## src/rtl/simon_responder.sv

```systemverilog
// Player-side echo for the simon colour interface: records a presented colour
// sequence, waits a fixed gap, then replays it verbatim on the output.
module simon_responder #(
    parameter int DEPTH = 16,
    parameter int GAP   = 2
) (
    input  logic       clock,
    input  logic       reset,
    input  logic [1:0] in,
    input  logic       in_valid,
    input  logic       in_last,
    output logic [1:0] out,
    output logic       out_valid,
    output logic       out_last,
    output logic       busy,
    output logic       err,
    output logic [1:0] dbg_state
);

    localparam int LW = $clog2(DEPTH + 1);
    localparam int IW = $clog2(DEPTH);
    localparam int GW = (GAP > 0) ? $clog2(GAP + 1) : 1;

    typedef enum logic [1:0] {
        S_IDLE   = 2'd0,
        S_RECORD = 2'd1,
        S_GAP    = 2'd2,
        S_REPLAY = 2'd3
    } state_t;

    state_t          state_q;
    logic [1:0]      mem_q [DEPTH];
    logic [LW-1:0]   len_q;
    logic [IW-1:0]   idx_q;
    logic [GW-1:0]   gcnt_q;
    logic [1:0]      out_q;
    logic            out_valid_q;
    logic            out_last_q;
    logic            busy_q;
    logic            err_q;

    // Symbol storage is not reset: it is only read back after a fresh capture.
    always_ff @(posedge clock) begin
        if (reset) begin
            state_q     <= S_IDLE;
            len_q       <= '0;
            idx_q       <= '0;
            gcnt_q      <= '0;
            out_q       <= 2'b00;
            out_valid_q <= 1'b0;
            out_last_q  <= 1'b0;
            busy_q      <= 1'b0;
            err_q       <= 1'b0;
        end else begin
            err_q <= 1'b0;
            case (state_q)
                S_IDLE: begin
                    if (in_valid) begin
                        mem_q[0] <= in;
                        len_q    <= LW'(1);
                        busy_q   <= 1'b1;
                        gcnt_q   <= '0;
                        state_q  <= in_last ? S_GAP : S_RECORD;
                    end
                end
                S_RECORD: begin
                    if (in_valid) begin
                        mem_q[len_q[IW-1:0]] <= in;
                        len_q <= len_q + LW'(1);
                        // A full buffer ends capture just like an explicit last symbol.
                        if (in_last || len_q == LW'(DEPTH - 1)) begin
                            state_q <= S_GAP;
                            gcnt_q  <= '0;
                        end
                    end
                end
                S_GAP: begin
                    err_q <= in_valid;
                    if (gcnt_q == GW'(GAP)) begin
                        state_q     <= S_REPLAY;
                        out_valid_q <= 1'b1;
                        out_q       <= mem_q[0];
                        out_last_q  <= (len_q == LW'(1));
                        idx_q       <= IW'(1);
                    end else begin
                        gcnt_q <= gcnt_q + GW'(1);
                    end
                end
                S_REPLAY: begin
                    err_q <= in_valid;
                    if (out_last_q) begin
                        state_q     <= S_IDLE;
                        out_valid_q <= 1'b0;
                        out_last_q  <= 1'b0;
                        out_q       <= 2'b00;
                        busy_q      <= 1'b0;
                        len_q       <= '0;
                    end else begin
                        out_q      <= mem_q[idx_q];
                        out_last_q <= (LW'(idx_q) == len_q - LW'(1));
                        idx_q      <= idx_q + IW'(1);
                    end
                end
                default: state_q <= S_IDLE;
            endcase
        end
    end

    assign out       = out_q;
    assign out_valid = out_valid_q;
    assign out_last  = out_last_q;
    assign busy      = busy_q;
    assign err       = err_q;
    assign dbg_state = state_q;

endmodule

```

## config.mk

```make
export PLATFORM = sky130hd
export DESIGN_NAME = simon_responder
export DESIGN_NICKNAME = d
export VERILOG_FILES = /design/src/rtl/simon_responder.sv
export SDC_FILE = /design/constraint.sdc
export NUM_CORES = 1
export LEC_CHECK = 0
export ABC_AREA = 1
export CORE_MARGIN = 1
export CORE_UTILIZATION = 45
export DETAILED_ROUTE_END_ITERATION = 16
export MAX_ROUTING_LAYER = met4
export PLACE_DENSITY = 0.68
export REMOVE_ABC_BUFFERS = 1
export SYNTH_ARGS = -nofsm -noshare
export SYNTH_HDL_FRONTEND = slang
export SYNTH_SLANG_ARGS = --single-unit
```

## constraint.sdc

```tcl
create_clock -name clock -period 1.9 [get_ports clock]
set_input_delay 0.285 -clock clock [delete_from_list [all_inputs] [get_ports clock]]
set_output_delay 0.285 -clock clock [all_outputs]
set_load 0.02 [all_outputs]
```

==> flow_metrics.py <==
metrics = {
    "synthesis": {
        "syn_avg_cell_area_sq_um": 8.47,
        "synth_most_common_cell": "nand2_1",
        "ys_ff_latch": 55,
        "async_flop_share_pct": 0,
        "yosysTopAreaCell": "edfxtp_1",
        "synth_top_area_share_pct": 34.5,
        "synthDistinctLibCells": 30,
        "syn-cell-area_sq_mm": 0.00279,
        "netlist_instances": 329,
        "yosys-top-cells-area": "edfxtp_1 (35%), dfxtp_1 (17%), nand2_1 (9.4%)",
        "ys_warn_count": 0,
        "synth-edff-count": 32,
        "synth_flop_cell": "edfxtp_1",
        "yosysSeqAreaShare_pct": 51.0,
        "synthTopCellsByCount": "nand2_1 (70), inv_1 (52), nand3_1 (33), nor2_1 (33), edfxtp_1 (32)",
    },
    "global_route": {
        "grt_max_degree": 19,
        "grt_overflow_total": 0,
        "antenna_found_initial": 0,
        "grt_pass1_wl_microns": 9150,
        "grt_pass1_vias": 1913,
        "grt.total_usage_pct": 19.5,
    },
    "critical_path": {
        "path_cells": "inv_1, ha_1, inv_2, nor2_2, inv_2, nor2_4, nor2_2, o2111ai_1, nor2_2",
        "crit_top_cell": "nor2_2",
        "cp-end-kind": "register",
        "crit_path_max_fanout": 6,
        "crit_type": "reg -> reg",
        "slowest_delay_ns": 0.39,
        "worstPathArrival_ns": 1.82,
        "reg2reg_depth": 9,
        "critPathLaunchType": "register",
        "crit_required_ns": 1.93,
        "crit_slowest_cell": "dfxtp_2",
    },
    "placement": {
        "port_buffers": 13,
        "dp.cells": 421,
        "hpwl_microns": 4330,
        "gp_congestion": 0.868,
    },
    "layout": {
        "num_antenna_cells": 0,
        "fin_util_pct": 53.2,
        "nNetsFinal": 373,
        "drive_gt1_share_pct": 13.5,
        "regArea_sq_mm": 0.00142,
        "syn_to_final_growth_pct": 13.7,
        "n_fill_cell": 540,
        "stdcell_count": 431,
        "multi_input_area_sq_mm": 0.00111,
    },
    "power": {
        "p_leak_uw": 0.00134,
        "totalPowerFinal_uw": 3540,
        "ir_worst_vdd_v": 0.000825,
        "power_density_mw_per_mm2": 1120,
    },
    "job": {
        "maxCapViolCount": 0,
    },
    "timing": {
        "rsz0062_at_grt": "false",
        "hold_ws_ns": 0.486,
        "fin_skew_ns": 0.00600,
        "fmax_mhz": 557,
        "finalSetupViolCount": 0,
        "worst_pin_slew_ns": 0.546,
        "hold_viol_final": 0,
        "tns_ns": 0,
        "fin_crit_sh_pct": 94.5,
        "finalCriticalPeriod_ns": 1.79,
        "slew_violations": 0,
        "relSlewSlack_pct": 63.5,
    },
    "hold_path": {
        "hp-class": "reg -> reg",
        "whs_path_depth": 2,
    },
    "clock_tree": {
        "path_clk_slew_ns": 0.10,
        "cts.sinks": 55,
        "hold_buffers": 0,
        "clock_path_buffers": 2,
        "htree_levels": 2,
        "clock_latency_ns": 0.31,
        "root_buffer": "clkbuf_8",
        "cts_buffers": 5,
        "cts_tree": "yes",
    },
    "die": {
        "dieHeight_microns": 80.7,
        "num_rows": 28,
        "dieArea_sq_mm": 0.00651,
        "initial_core_util_pct": 46.8,
        "ios": 14,
        "core-area_sq_mm": 0.00596,
        "die_w_microns": 80.7,
    },
    "routing": {
        "vias_per_cell": 4.90,
        "firstDrtPassIters": 4,
        "routedWlPerCell_microns": 13.2,
        "route.vias.total": 2110,
        "drcViolationCount": 0,
        "drt-initial-drc-count": 140,
        "routed_wl_microns": 5670,
        "ant_nets": 0,
    },
    "outcome": {
        "status": "complete, no violations",
    },
}
final timing paths:
| check | start | to | slack, ns |
|---|---|---|---|
| worst max-delay path | dbg_state[1]$_SDFFE_PP0P_ | mem_q[0][0]$_DFFE_PP_ | 0.11 |
| worst min-delay path | busy$_SDFFE_PP0P_ | busy$_SDFFE_PP0P_ | 0.49 |
| worst max register to register | dbg_state[1]$_SDFFE_PP0P_ | mem_q[0][0]$_DFFE_PP_ | 0.11 |
| worst min register to register | busy$_SDFFE_PP0P_ | busy$_SDFFE_PP0P_ | 0.49 |
cell usage in the layout, fill, tap and decap left out:
cell and n:
nand2_1 70, inv_1 51, nand3_1 33, nor2_1 32, edfxtp_1 32, dfxtp_1 22, o21ai_0 16, clkdlybuf4s50_1 13
ha_1 12, buf_4 12, a21oi_1 11, inv_2 7, nor2_2 7, clkbuf_8 5, nand4_1 4, xor2_1 4
nor3_2 3, a211oi_1 3, inv_4 2, nor2_4 2, nand2_2 2, o21ai_2 2, clkinv_4 2, o2111ai_1 1
nor3_1 1, o21a_1 1, nor3_4 1, nor3b_2 1, xnor2_1 1, or2_2 1, a31oi_1 1, dfxtp_2 1
cell families (layout without fill, tap and decap cells):
family	Yosys count	count (layout)	share of synthesized area [%]
xor gates and xnor gates	5	5	1.57
and+or+nand+nor	157	157	25.7
buffers and inverters	65	92	9.25
DFF	55	55	51.0
AOI/OAI and AO/OA	35	35	7.10
adders and majority gates	12	12	5.39
registers in the layout, summed over array words and instances, names as in the netlist, named ones only:
register / count
idx_q: 4
out_last: 1
out_valid: 1
out: 2
dbg_state: 2
busy: 1
mem_q: 32
err: 1
len_q: 5
gcnt_q: 2
metal layers:
layer	vias up	global-route usage [%]	part of all wire, %
met4	0	6.61	1.6
li1	1108	-	-
met5	-	-	0
met1	956	25.6	49
met3	10	3.75	3.8
met2	36	30.3	46
area by class of cell:
| type | instances | area share (%) |
|---|---|---|
| Clock buffer | 5 | 2.17 |
| Clock inverter | 3 | 0.751 |
| Inverter | 59 | 7.07 |
| Multi-Input combinational cell | 209 | 35.2 |
| Sequential cell | 55 | 44.9 |
| Tap cell | 75 | 2.96 |
| Timing Repair Buffer | 25 | 6.95 |
critical path: cells and delay by family (launching register included):
family | cells | cell delay, ns
buffers and inverters | 3 | 0.28
adders and majority gates | 1 | 0.21
and+or+nand+nor | 4 | 0.47
DFF | 1 | 0.39
AOI/OAI and AO/OA | 1 | 0.16
stage by stage:
| stage | cell area (sq um) | setup WS, ns |
|---|---|---|
| after CTS | 3140 | 0.0706 |
| after global routing | 3170 | 0.00783 |
| after floorplan | 2750 | 0.0366 |
| after detailed placement | 3050 | -0.0335 |
| after global placement | 3050 | 0.0204 |
| final | 3170 | 0.105 |
power by group:
group | internal [uW] | total [uW] | switching (uW)
registers | 1390 | 1480 | 94.2
clock network | 265 | 659 | 393
logic | 534 | 1400 | 867
total | 2190 | 3540 | 1350
what timing repair did:
item	CTS	global route
resized for setup	1	3
pin swaps	0	2
hold endpoints to repair	0	0
buffers inserted	0	2
setup endpoints to repair	2	5
Note: power is estimated with default switching activity, not from simulation.
